### config.mk
export PLATFORM = sky130hd
export DESIGN_NAME = conv_layer_cfg_loader
export DESIGN_NICKNAME = d
export VERILOG_FILES = /design/src/rtl/conv_layer_cfg_loader_pkg.sv /design/src/rtl/conv_layer_cfg_loader_cfg_word_serializer.sv /design/src/rtl/conv_layer_cfg_loader.sv
export SDC_FILE = /design/constraint.sdc
export NUM_CORES = 1
export LEC_CHECK = 0
export ABC_AREA = 1
export CORE_MARGIN = 2
export CORE_UTILIZATION = 37
export CTS_BUF_LIST = sky130_fd_sc_hd__clkbuf_8
export CTS_CLUSTER_DIAMETER = 60
export DETAILED_ROUTE_END_ITERATION = 7
export PLACE_DENSITY_LB_ADDON = 0.05
export SYNTH_ARGS = -nofsm -noshare
export SYNTH_HDL_FRONTEND = slang
export SYNTH_SLANG_ARGS = --single-unit
### constraint.sdc
create_clock -name clk -period 3.35 [get_ports clk]
set_clock_uncertainty 0.2 [all_clocks]
set_input_delay 1.005 -clock clk [delete_from_list [all_inputs] [get_ports clk]]
set_output_delay 1.005 -clock clk [all_outputs]
set_load 0.05 [all_outputs]
### src/rtl/conv_layer_cfg_loader_pkg.sv
// Shared FSM encoding and geometry helpers for the conv-layer config loader
// and the conv layer wrapper that sizes its shift registers from the same rules.
package conv_layer_cfg_loader_pkg;

  typedef logic [2:0] cfg_state_t;

  localparam cfg_state_t ST_IDLE      = 3'd0;
  localparam cfg_state_t ST_LOAD_W    = 3'd1;
  localparam cfg_state_t ST_COMMIT_W  = 3'd2;
  localparam cfg_state_t ST_LOAD_TH   = 3'd3;
  localparam cfg_state_t ST_COMMIT_TH = 3'd4;
  localparam cfg_state_t ST_DONE      = 3'd5;

  function automatic int calc_fold_log(input int fold);
    return (fold == 1) ? 1 : $clog2(fold);
  endfunction

  function automatic int calc_res_w(input int ch_in, input int k_s, input int maj);
    return (maj != 0) ? $clog2(ch_in * k_s) : $clog2(ch_in * k_s * k_s);
  endfunction

  function automatic int calc_w_bits(input int fold, input int ch_in, input int ch_out, input int k_s);
    return ch_in * k_s * k_s * ((fold == 1) ? 1 : ch_out / fold);
  endfunction

  function automatic int calc_th_bits(input int fold, input int ch_out, input int res_w);
    return res_w * ((fold == 1) ? 1 : ch_out / fold);
  endfunction

  // Chunk-length counters must hold the larger of the two chunk sizes.
  function automatic int calc_len_w(input int w_bits, input int th_bits);
    return $clog2(((w_bits > th_bits) ? w_bits : th_bits) + 1);
  endfunction

endpackage

### src/rtl/conv_layer_cfg_loader_cfg_word_serializer.sv
// Buffers one host word and emits it MSB-first, one bit per cycle, fetching
// only as many words as the current chunk needs and dropping unused low bits.
module conv_layer_cfg_loader_cfg_word_serializer #(
  parameter int BUS_W = 32,
  parameter int LEN_W = 10
) (
  input  logic             clk,
  input  logic             reset,
  input  logic             flush,
  input  logic             chunk_start,
  input  logic [LEN_W-1:0] chunk_len,
  input  logic             active,
  input  logic [BUS_W-1:0] in_data,
  input  logic             in_valid,
  output logic             in_ready,
  output logic             shift_en,
  output logic             shift_bit,
  output logic             chunk_last
);

  localparam int CNT_W = $clog2(BUS_W + 1);

  logic [BUS_W-1:0] word_reg;
  logic [CNT_W-1:0] avail_reg;
  logic [LEN_W-1:0] fetch_left_reg;
  logic [31:0]      fetch_left_ext;
  logic [CNT_W-1:0] take;
  logic             have_bits;
  logic             hs;

  assign fetch_left_ext = 32'(fetch_left_reg);
  assign take           = (fetch_left_ext >= 32'(BUS_W)) ? CNT_W'(BUS_W) : CNT_W'(fetch_left_reg);
  assign have_bits      = (avail_reg != '0);

  // A new word may land in the same cycle the last buffered bit leaves, so words stream gap-free.
  assign in_ready   = active && (fetch_left_reg != '0) && (avail_reg <= CNT_W'(1));
  assign hs         = in_ready && in_valid;
  assign shift_en   = active && (have_bits || hs);
  assign shift_bit  = have_bits ? word_reg[BUS_W-1] : in_data[BUS_W-1];
  assign chunk_last = shift_en && (have_bits ? ((avail_reg == CNT_W'(1)) && (fetch_left_reg == '0))
                                             : (fetch_left_reg == LEN_W'(1)));

  always_ff @(posedge clk or negedge reset) begin
    if (!reset) begin
      word_reg       <= '0;
      avail_reg      <= '0;
      fetch_left_reg <= '0;
    end else if (flush) begin
      word_reg       <= '0;
      avail_reg      <= '0;
      fetch_left_reg <= '0;
    end else if (chunk_start) begin
      word_reg       <= '0;
      avail_reg      <= '0;
      fetch_left_reg <= chunk_len;
    end else if (active) begin
      if (hs) begin
        fetch_left_reg <= fetch_left_reg - LEN_W'(take);
        if (have_bits) begin
          word_reg  <= in_data;
          avail_reg <= take;
        end else begin
          word_reg  <= in_data << 1;
          avail_reg <= take - CNT_W'(1);
        end
      end else if (have_bits) begin
        word_reg  <= word_reg << 1;
        avail_reg <= avail_reg - CNT_W'(1);
      end
    end
  end

endmodule

### src/rtl/conv_layer_cfg_loader.sv
// Sequences per-fold weight then threshold bit-serial loads into a conv layer,
// pulsing the matching commit enable after each chunk and reporting done.
module conv_layer_cfg_loader
  import conv_layer_cfg_loader_pkg::*;
#(
  parameter int FOLD            = 1,
  parameter int CH_IN           = 64,
  parameter int CH_OUT          = 64,
  parameter int K_S             = 3,
  parameter int MAJORITY_ENABLE = 0,
  parameter int BUS_W           = 32,
  localparam int FOLD_LOG       = calc_fold_log(FOLD)
) (
  input  logic                clk,
  input  logic                reset,
  input  logic                cfg_start,
  input  logic                cfg_abort,
  input  logic [BUS_W-1:0]    in_data,
  input  logic                in_valid,
  output logic                in_ready,
  output logic                stream_w_singlebit,
  output logic                stream_w_singlebit_en,
  output logic                stream_w_en,
  output logic [FOLD_LOG-1:0] stream_w_addr,
  output logic                stream_th_singlebit,
  output logic                stream_th_singlebit_en,
  output logic                stream_th_en,
  output logic [FOLD_LOG-1:0] stream_th_addr,
  output logic                cfg_busy,
  output logic                cfg_done
);

  localparam int RES_W   = calc_res_w(CH_IN, K_S, MAJORITY_ENABLE);
  localparam int W_BITS  = calc_w_bits(FOLD, CH_IN, CH_OUT, K_S);
  localparam int TH_BITS = calc_th_bits(FOLD, CH_OUT, RES_W);
  localparam int LEN_W   = calc_len_w(W_BITS, TH_BITS);

  cfg_state_t          state_reg, state_next;
  logic [FOLD_LOG-1:0] fold_reg, fold_next;
  logic                chunk_start;
  logic [LEN_W-1:0]    chunk_len;
  logic                commit_w, commit_th, done_pulse;
  logic                is_load_w, is_load_th, ser_active;
  logic                shift_en, shift_bit, chunk_last;

  assign is_load_w  = (state_reg == ST_LOAD_W);
  assign is_load_th = (state_reg == ST_LOAD_TH);
  assign ser_active = (is_load_w || is_load_th) && !cfg_abort;

  conv_layer_cfg_loader_cfg_word_serializer #(
    .BUS_W(BUS_W),
    .LEN_W(LEN_W)
  ) u_serializer (
    .clk        (clk),
    .reset      (reset),
    .flush      (cfg_abort),
    .chunk_start(chunk_start),
    .chunk_len  (chunk_len),
    .active     (ser_active),
    .in_data    (in_data),
    .in_valid   (in_valid),
    .in_ready   (in_ready),
    .shift_en   (shift_en),
    .shift_bit  (shift_bit),
    .chunk_last (chunk_last)
  );

  always_comb begin
    state_next  = state_reg;
    fold_next   = fold_reg;
    chunk_start = 1'b0;
    chunk_len   = '0;
    commit_w    = 1'b0;
    commit_th   = 1'b0;
    done_pulse  = 1'b0;
    case (state_reg)
      ST_IDLE: begin
        if (cfg_start) begin
          state_next  = ST_LOAD_W;
          fold_next   = '0;
          chunk_start = 1'b1;
          chunk_len   = LEN_W'(W_BITS);
        end
      end
      ST_LOAD_W: begin
        if (chunk_last) state_next = ST_COMMIT_W;
      end
      ST_COMMIT_W: begin
        commit_w    = 1'b1;
        state_next  = ST_LOAD_TH;
        chunk_start = 1'b1;
        chunk_len   = LEN_W'(TH_BITS);
      end
      ST_LOAD_TH: begin
        if (chunk_last) state_next = ST_COMMIT_TH;
      end
      ST_COMMIT_TH: begin
        commit_th = 1'b1;
        if (fold_reg == FOLD_LOG'(FOLD - 1)) begin
          state_next = ST_DONE;
        end else begin
          fold_next   = fold_reg + FOLD_LOG'(1);
          state_next  = ST_LOAD_W;
          chunk_start = 1'b1;
          chunk_len   = LEN_W'(W_BITS);
        end
      end
      ST_DONE: begin
        done_pulse = 1'b1;
        state_next = ST_IDLE;
      end
      default: state_next = ST_IDLE;
    endcase
  end

  // Abort outranks everything, including a start in the same cycle.
  always_ff @(posedge clk or negedge reset) begin
    if (!reset) begin
      state_reg              <= ST_IDLE;
      fold_reg               <= '0;
      stream_w_singlebit     <= 1'b0;
      stream_w_singlebit_en  <= 1'b0;
      stream_w_en            <= 1'b0;
      stream_w_addr          <= '0;
      stream_th_singlebit    <= 1'b0;
      stream_th_singlebit_en <= 1'b0;
      stream_th_en           <= 1'b0;
      stream_th_addr         <= '0;
      cfg_busy               <= 1'b0;
      cfg_done               <= 1'b0;
    end else if (cfg_abort) begin
      state_reg              <= ST_IDLE;
      fold_reg               <= '0;
      stream_w_singlebit     <= 1'b0;
      stream_w_singlebit_en  <= 1'b0;
      stream_w_en            <= 1'b0;
      stream_w_addr          <= '0;
      stream_th_singlebit    <= 1'b0;
      stream_th_singlebit_en <= 1'b0;
      stream_th_en           <= 1'b0;
      stream_th_addr         <= '0;
      cfg_busy               <= 1'b0;
      cfg_done               <= 1'b0;
    end else begin
      state_reg              <= state_next;
      fold_reg               <= fold_next;
      stream_w_singlebit     <= shift_en && is_load_w && shift_bit;
      stream_w_singlebit_en  <= shift_en && is_load_w;
      stream_th_singlebit    <= shift_en && is_load_th && shift_bit;
      stream_th_singlebit_en <= shift_en && is_load_th;
      stream_w_en            <= commit_w;
      stream_th_en           <= commit_th;
      if (commit_w)  stream_w_addr  <= fold_reg;
      if (commit_th) stream_th_addr <= fold_reg;
      cfg_done <= done_pulse;
      if (state_reg == ST_IDLE && cfg_start) cfg_busy <= 1'b1;
      else if (done_pulse)                   cfg_busy <= 1'b0;
    end
  end

endmodule

-- Word-level counts from Yosys, hierarchy flattened
Cells that the tools add are included.
- register bits: 62
- latch bits: 0
- RAM bits: 0
- ROM bits: 0
- input port bits: 37
- output and inout bits: 11
- word-level logic and storage cells: 113
- memories: 0
- add/sub/neg operators: 4
- $mul: 0
- div/mod/pow operators: 0
- order comparisons: 2
- equality and inequality tests: 10
- shift operators: 0
- mux-type cells: 52
- bitwise operators: 0
- reduce and logical (&&, ||, !) cells: 30
- operators by type and width (kind ; number):
    two-way mux 32 bit ; 6
    two-way mux 10 bit ; 6
    two-way mux 6 bit ; 7
    case mux 10 bit (3 select lines) ; 1
    two-way mux 1 bit ; 24
    two-way mux 3 bit ; 5
    case mux 3 bit (5 select lines) ; 1
    logical AND 1 bit ; 12
    nonzero test 3 bit ; 4
    subtractor 6 x 1 -> 6 bit (second input constant) ; 2
    equality test 10 x 1 -> 1 bit (second input constant) ; 1
    >= comparator 10 x 6 -> 1 bit (second input constant) ; 1
    logical NOT 10 bit ; 1
    nonzero test 10 bit ; 1
    subtractor 10 x 6 -> 10 bit ; 1
    equality test 3 x 2 -> 1 bit (second input constant) ; 2
    equality test 3 bit (second input constant) ; 2
    equality test 6 x 1 -> 1 bit (second input constant) ; 1
    <= comparator 6 x 1 -> 1 bit (second input constant) ; 1
    != test 3 x 2 -> 1 bit (second input constant) ; 2
    AND reduction 2 bit ; 3
    nonzero test 6 bit ; 1
    nonzero test 2 bit ; 2
    nonzero test 4 bit ; 1
    9 further kinds ; 10

-- Depth between registers and ports, before layout
Gate-level depths: netlist (run 1).
- word-level depth: 12
- depth in mapped cells: 13
- gate-level depth less buffers: 13

-- Cells and area by module
Synthesis (run 1) repeated with hierarchy kept, for this count alone.
- cells, all modules: 578
- area total of the unflattened synthesis: 3809.9 um2
- modules (own cells, without submodules) (module ; times used ; cells each ; area each (um2) ; sequential area each (um2)):
    conv_layer_cfg_loader_cfg_word_serializer ; 1 ; 519 ; 3286.9 ; 1201.2
    conv_layer_cfg_loader ; 1 ; 59 ; 523.0 ; 275.3

-- Least setup slack after synthesis (run 1)
OpenSTA, ideal clock, no wires.
- path kind: input -> output
- start point: in cfg_abort
- end point: out in_ready
- arrival: 1892 ps
- required time: 2145 ps
- slack: 253 ps
- stages on the path: 5
- path buffers: 0
- cells stage by stage: nor3_4 -> inv_2 -> nor2_2 -> nand2_1 -> inv_1
- word-level cells in the longest chain between the ends: 4
- ends and longest elaborated chain (item ; RTL line ; source):
    start, declared ; conv_layer_cfg_loader.sv:17 ; input logic cfg_abort,
    logical NOT 1 bit ; conv_layer_cfg_loader.sv:48 ; assign ser_active = (is_load_w || is_load_th) && !cfg_abort;
    logical AND 1 bit ; conv_layer_cfg_loader.sv:48 ;
    logical AND 1 bit (2 in series) ; conv_layer_cfg_loader_cfg_word_serializer.sv:36 ; assign in_ready = active && (fetch_left_reg != '0) && (avail_reg <= CNT_W'(1));
    end, declared ; conv_layer_cfg_loader.sv:20 ; output logic in_ready,
No other way between the ends.

-- Worst setup path after layout (run 1)
Same ends and word-level chain as after synthesis.

==> flow_summary.ini, run 1 <==
[outcome]
status = completed

[layout]
regArea_sq_mm = 0.00148
area_delta_synth_final_pct = 19.7
multi_input_area_sq_mm = 0.00197
num-fill-cells = 1110
largest_register_ffs = 32
final_layout_size_suffix_gt1_share_pct = 7.61
final_area_sq_mm = 0.00463
antennaDiodeCount = 0
nets = 681

[global_routing]
grt_overflow_total = 0
antenna_found_initial = 0
grt_max_degree = 38
grt_pass1_vias = 3549
grt_pass1_wl_um = 17400
grt_usage_pct = 19.5

[placement]
numPortBuffers = 45
routabilityCongestion = 0.844
dp_hpwl_um = 6790
placed_cell_area_sq_mm = 0.00447

[critical_path]
crit_fanout = 2
worstPathArrival_ns = 1.93
required_ns = 2.14
crit_type = primary input to primary output
start_kind = primary input
cp-end-kind = primary output

[sta]
rsz0062_at_grt = false
maxSlewHeadroom_pct = 56.4
slew_violations = 0
fin_setup_tns_ns = 0
hold_violations = 0
fmaxAchievable_mhz = 319
worstMarginPinSlew_ns = 0.653
period_share_pct = 93.7
fin_crit_ns = 3.14
setup_viol = 0

[synth]
synth-edff-count = 0
yosysWarnings = 0
synth_common_cells = 230 x nand2_1, 65 x inv_1, 62 x nor2_1
synth_ff_type = dfrtp_1
netlist_area_sq_mm = 0.00387
async_flop_share_pct = 100
syn_inst = 592
synthTopCellsByArea = dfrtp_1 38%, nand2_1 22%, nand3_1 7.0%, inv_1 6.3%, nor2_1 6.0%
netlist.area_leader.share_pct = 38.1
synth-seq-area-share_pct = 38.1
avgSynthCellArea_sq_um = 6.54
yosysTopAreaCell = dfrtp_1
yosysMostFrequentCell = nand2_1
synth_seq_cells = 59
synth_cell_types = 33

[worst_hold_path]
min_path_type = flip-flop to flip-flop

[pwr]
p_sw_mw = 1.74
peakVddDrop_uv = 298
p_sw_share_pct = 50.6
p_leak_nw = 2.51
power_density_mw_per_mm2 = 743
clkPwrFrac_pct = 16.0
power_mw = 3.44
pwr-share-seq_pct = 25.8
p_int_mw = 1.70
pwr-share-comb_pct = 58.2

[clocking]
cts.clk_slew.worst_paths_ns = 0.07
cts_hold_buf = 0
post-cts-setup-buffer-count = 0
cts_max_path_buffers = 2
clk_latency_ns = 0.34
cts_tree = done
htreeDepth = 3
cts_sinks = 59
cts_resized = 1
cts_made_buffers = 9
root_buffer = clkbuf_8

[die]
row_count = 37
die_h_um = 106
initial_utilization_pct = 37.8
num_io_pins = 48
fp.dieW_um = 106
core_sq_mm = 0.0102
dieArea_sq_mm = 0.0113

[routing]
routedWlPerCell_um = 12.9
wirelength_um = 10100
drtIter0Drc = 170
firstDrtPassIters = 4
drc_errors = 0
drtAntennaViolNets = 0
routed_via_density = 4.72
vias = 3680

[flow_run]
maxCapViolations = 0
-- area by class of cell --
cell class                 instances  share of cell area [%]
multi-input combinational        438                    42.5
sequential                        59                    31.9
timing repair buffer              61                    12.7
inverter                          71                    5.86
tap                              136                    3.67
clock buffer                      10                    2.97
clock inverter                     5                   0.486
-- worst paths after layout --
kind / start / end / slack (ns) / cells past startpoint
min in group asynchronous: reset / u_serializer.fetch_left_reg[7] / 0.45 / 1
min reg2reg: u_serializer.word_reg[0] / u_serializer.word_reg[0] / 0.27 / 2
max reg2reg: u_serializer.avail_reg[0] / u_serializer.word_reg[17] / 0.71 / 11
min: u_serializer.word_reg[0] / u_serializer.word_reg[0] / 0.27 / 2
max: cfg_abort / in_ready / 0.21 / 7
max in group asynchronous: reset / u_serializer.word_reg[30] / 1.79 / 2
-- worst max-delay path, stage by stage --
cell           delay (ns)
dlygate4sd2_1        0.27
nor3_4               0.20
inv_2                0.05
nor2_2               0.11
nand2_1              0.06
inv_1                0.09
buf_12               0.14
-- layer usage --
layer	up-vias	global-route usage [%]	wire (um)
met2	74	31.2	4700
met3	4	4.41	357
met5	-	0	0
met1	1681	26.6	4960
li1	1921	-	-
met4	0	5.17	51
-- through the flow --
stage / setup WS, ns / instances / util [%] / hold slack, ns
after floorplan: 0.253 / 594 / - / 0.242
after global placement: 0.0161 / 765 / 43.7 / 0.260
after detailed placement: 0.00539 / 765 / 43.7 / 0.260
after CTS: 0.201 / 780 / 45.3 / 0.277
after global routing: 0.126 / 780 / 45.3 / 0.296
final: 0.213 / 780 / 45.3 / 0.273
-- power groups by stage --
| stage | combinational [mW] | clock (mW) | sequential (mW) |
|---|---|---|---|
| after floorplan | 1.62 | 0 | 0.953 |
| after global placement | 2.00 | 0 | 0.896 |
| after detailed placement | 2.01 | 0 | 0.895 |
| after CTS | 2.01 | 0.578 | 0.884 |
| after global routing | 2.29 | 0.615 | 0.899 |
| final | 2.00 | 0.551 | 0.886 |
-- cells by family after synthesis --
logic type	Yosys count	synth area share (%)
other cells	1	0.0969
compound gates	55	7.95
simple gates	370	39.9
fa+ha+maj	4	1.29
flops	59	38.1
xor+xnor	6	1.36
buf+inv	97	11.2
-- cells in the final DEF (no fill, tap or decap), types with 4 or more instances in the layout --
master,instances
buf_4,15
nor3_1,7
o21ai_0,35
nand4_1,4
nand3_1,54
dfrtp_1,59
inv_1,67
a21oi_1,9
nand2_1,230
ha_1,4
xor2_1,5
clkbuf_8,10
clkdlybuf4s50_1,42
nor2_1,62
inv_2,4
Note: power is estimated with default switching activity, not from simulation.
==> inputs of run 2 (changes only) <==
Settings changed: PLACE_DENSITY_LB_ADDON 0.05 to unset, RECOVER_POWER set to 50.
==> flow_summary.ini, run 2 (synthesis results as in run 1) <==
[routing]
drtAntennaViolNets = 0
routed_via_density = 4.72
vias = 3684
routedWlPerCell_um = 12.5
wirelength_um = 9750
drtIter0Drc = 171
drc_errors = 0
firstDrtPassIters = 4

[global_routing]
antenna_found_initial = 0
grt_max_degree = 38
grt_pass1_vias = 3599
grt_pass1_wl_um = 16800
grt_usage_pct = 18.5
grt_overflow_total = 0

[critical_path]
required_ns = 2.14
cp-end-kind = primary output
r2r-start = u_serializer.avail_reg[0]
cp_num_buf_inv = 4
crit_fanout = 2
crit_path_max_incr_delay_ns = 0.21
crit_chain = dlymetal6s2s_1, nor3_4, inv_2, nor2_2, nand2_1, inv_1, buf_12
cpLargestDelayFamily = buffers and inverters
cp-startpoint = cfg_abort
cp_slowest_cell = nor3_4
start_kind = primary input
worstPathArrival_ns = 1.81
crit_type = primary input to primary output

[die]
fp.dieW_um = 106
row_count = 37
dieArea_sq_mm = 0.0113
initial_utilization_pct = 37.8
num_io_pins = 48
core_sq_mm = 0.0102
die_h_um = 106

[sta]
setup_viol = 0
rsz0062_at_grt = false
hold_violations = 0
maxSlewHeadroom_pct = 16.3
worstMarginPinSlew_ns = 1.26
slew_violations = 0
fin_crit_ns = 3.02
worst_slack_ns = 0.330
period_share_pct = 90.1
fmaxAchievable_mhz = 331
fin_setup_tns_ns = 0

[clocking]
htreeDepth = 3
cts_hold_buf = 0
cts_max_path_buffers = 2
cts_tree = done
clk_latency_ns = 0.33
cts_sinks = 59
cts_made_buffers = 9
cts.clk_slew.worst_paths_ns = 0.06
root_buffer = clkbuf_8

[layout]
largest_register_ffs = 32
antennaDiodeCount = 0
final_cell_mix = 230 x nand2_1, 67 x inv_1, 62 x nor2_1
final_layout_size_suffix_gt1_share_pct = 6.83
nets = 681
instances_no_fill = 780
fin_util_pct = 45.2
area_delta_synth_final_pct = 19.4
final_common_cell = nand2_1

[pwr]
peakVddDrop_uv = 293
p_leak_nw = 2.50
power_mw = 3.40
power_density_mw_per_mm2 = 737

[flow_run]
maxCapViolations = 0

[placement]
dp_hpwl_um = 6750
routabilityCongestion = 0.828
numPortBuffers = 45
pre_cts_slack_ns = 0.0000571
place_inst = 765

[worst_hold_path]
hold_start = u_serializer.word_reg[18]
min_path_type = flip-flop to flip-flop

[outcome]
status = completed
-- run 2: cell types whose count changed in the layout (fill, tap and decap cells not counted) --
cell	change
clkdlybuf4s50_1	-1
dlygate4sd2_1	-1
buf_2	-1
buf_4	-4
dlymetal6s2s_1	+1
dlygate4sd3_1	+1
clkbuf_1	+5
-- run 2: final timing paths --
path | endpoint | slack (ns) | depth (start not counted)
worst max-delay path | in_ready | 0.33 | 7
worst min-delay path | u_serializer.word_reg[18] | 0.27 | 2
worst max register to register | u_serializer.avail_reg[4] | 0.88 | 12
worst min register to register | u_serializer.word_reg[18] | 0.27 | 2
max in group asynchronous | u_serializer.word_reg[28] | 0.73 | 3
min in group asynchronous | cfg_done | 0.38 | 1
-- run 2: power breakdown --
group / internal, mW / switching [mW] / total [mW]
Sequential: 0.801 / 0.0824 / 0.883
Clock: 0.275 / 0.277 / 0.552
Combinational: 0.616 / 1.35 / 1.97
Total: 1.69 / 1.71 / 3.40
-- run 2: layout make-up --
| cell class | instances | area [sq um] |
|---|---|---|
| fillers | 1087 | 5610 |
| multi-input cells | 438 | 1970 |
| flip-flops and latches | 59 | 1480 |
| repair buffers | 61 | 574 |
| inverters | 71 | 272 |
| well taps | 136 | 170 |
| clock buffers | 10 | 138 |
| clock inverters | 5 | 22.5 |
-- run 2: through the flow --
stage	area, sq um	hold slack [ns]
2_1_floorplan	3880	0.242
3_3_place_gp	4470	0.255
3_5_place_dp	4470	0.260
4_1_cts	4630	0.277
5_1_grt	4620	0.284
6_report	4620	0.274
-- run 2: timing repair --
action,4_1_cts,5_1_grt
resized for setup,0,1
setup buffers,0,0
pin swaps,1,1
endpoints found under the setup margin,1,1
hold endpoints to repair,0,0
-- run 2: worst register-to-register path, cell delays in order (launching register included) --
cell	delay (ns)
dfrtp_1	0.42
inv_1	0.07
ha_1	0.22
inv_1	0.12
nor2_4	0.44
buf_4	0.33
nand2_1	0.10
inv_1	0.09
nand2_1	0.06
nand2_1	0.06
nand3_1	0.10
nand3_1	0.11
nand2_1	0.06
-- run 2: metal layers --
| layer | part of all wire, % | up-vias | global-route usage, % |
|---|---|---|---|
| met5 | 0 | - | 0 |
| met4 | 1.0 | 0 | 5.83 |
| met3 | 3.2 | 8 | 2.76 |
| met2 | 47 | 64 | 30.7 |
| met1 | 49 | 1686 | 24.8 |
| li1 | - | 1926 | - |
==> inputs of run 3 (changes only) <==
Settings changed: REMOVE_ABC_BUFFERS set to 1.
==> flow_summary.ini, run 3 (synthesis results as in run 1) <==
[placement]
numPortBuffers = 45
pre_cts_slack_ns = -0.0629
placed_cell_area_sq_mm = 0.00449
dp_hpwl_um = 6340
routabilityCongestion = 0.857

[pwr]
p_leak_nw = 2.52
p_int_mw = 1.76
p_sw_share_pct = 49.6
power_density_mw_per_mm2 = 748
p_sw_mw = 1.73
clkPwrFrac_pct = 17.4
pwr-share-seq_pct = 25.4
pwr-share-comb_pct = 57.2
peakVddDrop_uv = 339

[die]
die_h_um = 106
row_count = 37
core_sq_mm = 0.0102
initial_utilization_pct = 37.8
num_io_pins = 48
dieArea_sq_mm = 0.0113
fp.dieW_um = 106

[clocking]
htreeDepth = 3
clk_latency_ns = 0.34
cts_max_path_buffers = 2
cts.clk_slew.worst_paths_ns = 0.07
cts_tree = done
root_buffer = clkbuf_8
cts_sinks = 59
cts_made_buffers = 9
post-cts-setup-buffer-count = 0

[critical_path]
r2r-start = u_serializer.avail_reg[0]
crit_type = primary input to primary output
r2r_slack_ns = 0.97
cp_num_buf_inv = 4
required_ns = 2.14
worstPathArrival_ns = 1.92
cp-end-kind = primary output
cpLargestDelayFamily = buffers and inverters
start_kind = primary input
cp_slowest_cell = dlygate4sd2_1
crit_path_max_incr_delay_ns = 0.27
crit_fanout = 2
cp-startpoint = cfg_abort
crit_chain = dlygate4sd2_1, nor3_4, inv_2, nor2_2, nand2_1, inv_1, buf_12

[global_routing]
grt_pass1_wl_um = 16300
grt_overflow_total = 0
antenna_found_initial = 0
grt_usage_pct = 18.0
grt_pass1_vias = 3422
grt_max_degree = 60

[sta]
maxSlewHeadroom_pct = -3.13
finalHoldWorstSlack_ns = 0.276
slew_violations = 60
rsz0062_at_grt = false
worstMarginPinSlew_ns = 1.55
fmaxAchievable_mhz = 320
fin_crit_ns = 3.13
worst_slack_ns = 0.222
period_share_pct = 93.4
hold_violations = 0
setup_viol = 0

[layout]
final_area_sq_mm = 0.00466
final_cell_mix = 230 x nand2_1, 66 x inv_1, 62 x nor2_1
fin_util_pct = 45.5
antennaDiodeCount = 0
largest_register_ffs = 32
final_layout_size_suffix_gt1_share_pct = 7.74
nets = 683
final_common_cell = nand2_1
area_delta_synth_final_pct = 20.3

[routing]
routedWlPerCell_um = 12.1
drtAntennaViolNets = 0
vias = 3663
drtIter0Drc = 221
routed_via_density = 4.68
top_layer_used = met4
met1_length_um = 4640
drc_errors = 0
firstDrtPassIters = 4
route.met2.wl_um = 4320
dr_wl_met3_um = 406
wirelength_um = 9470

[outcome]
violations = capacitance limit, slew limit
status = finished, violations left

[worst_hold_path]
min_path_type = flip-flop to flip-flop
hold_start = u_serializer.word_reg[25]

[flow_run]
maxCapViolations = 1
run 3: cell types whose count changed in the layout (fill, tap and decap cells not counted), sizes merged:
cell / before / now
buf: 13 / 17
dlygate4sd2: 0 / 1
clkinv: 5 / 4
clkdlybuf4s50: 41 / 42
dlygate4sd3: 1 / 0
inv: 71 / 70
dlymetal6s2s: 1 / 0
run 3: timing repair:
item	4_1_cts	5_1_grt
endpoints found under the hold margin	0	0
gates resized for setup	1	0
hold buffers	0	0
setup endpoints to repair	1	0
run 3: worst min-delay path, stage by stage, from the launching register on:
cell	delay, ns
dfrtp_1	0.34
nand2_1	0.05
nand2_1	0.05
run 3: through the flow:
| stage | cells | setup TNS (ns) | total power, mW |
|---|---|---|---|
| detailed placement | 767 | -0.0629 | 2.89 |
| global placement | 767 | -0.0785 | 2.87 |
| finish | 782 | 0 | 3.48 |
| CTS | 782 | 0 | 3.51 |
| floorplan | 568 | 0 | 2.45 |
| global route | 782 | 0 | 3.81 |
run 3: cell type report:
type                            instances  area [sq um]
Sequential cell                        59          1480
Timing Repair Buffer                   63           592
Inverter                               71           272
Tap cell                              136           170
Fill cell                            1079          5570
Multi-Input combinational cell        438          1970
Clock inverter                          3          13.8
Clock buffer                           12           165
run 3: worst paths after layout:
| kind | end | cells past startpoint |
|---|---|---|
| max | in_ready | 7 |
| min reg2reg | u_serializer.word_reg[25] | 2 |
| max reg2reg | u_serializer.word_reg[9] | 12 |
| max in group asynchronous | u_serializer.word_reg[2] | 2 |
| min | u_serializer.word_reg[25] | 2 |
| min in group asynchronous | u_serializer.fetch_left_reg[9] | 2 |
run 3: per-layer routing:
layer  global-route usage, %  vias to the layer above
met5                       0                        -
met4                    4.70                        0
met3                    4.23                       11
met2                    28.9                       80
met1                    24.5                     1648
li1                        -                     1924
run 3: power by group through the flow:
stage / Combinational [mW] / Clock, mW / Sequential (mW)
5_1_grt: 2.26 / 0.654 / 0.899
3_3_place_gp: 1.98 / 0 / 0.893
2_1_floorplan: 1.50 / 0 / 0.953
3_5_place_dp: 2.00 / 0 / 0.894
4_1_cts: 2.00 / 0.627 / 0.882
6_report: 1.99 / 0.604 / 0.885
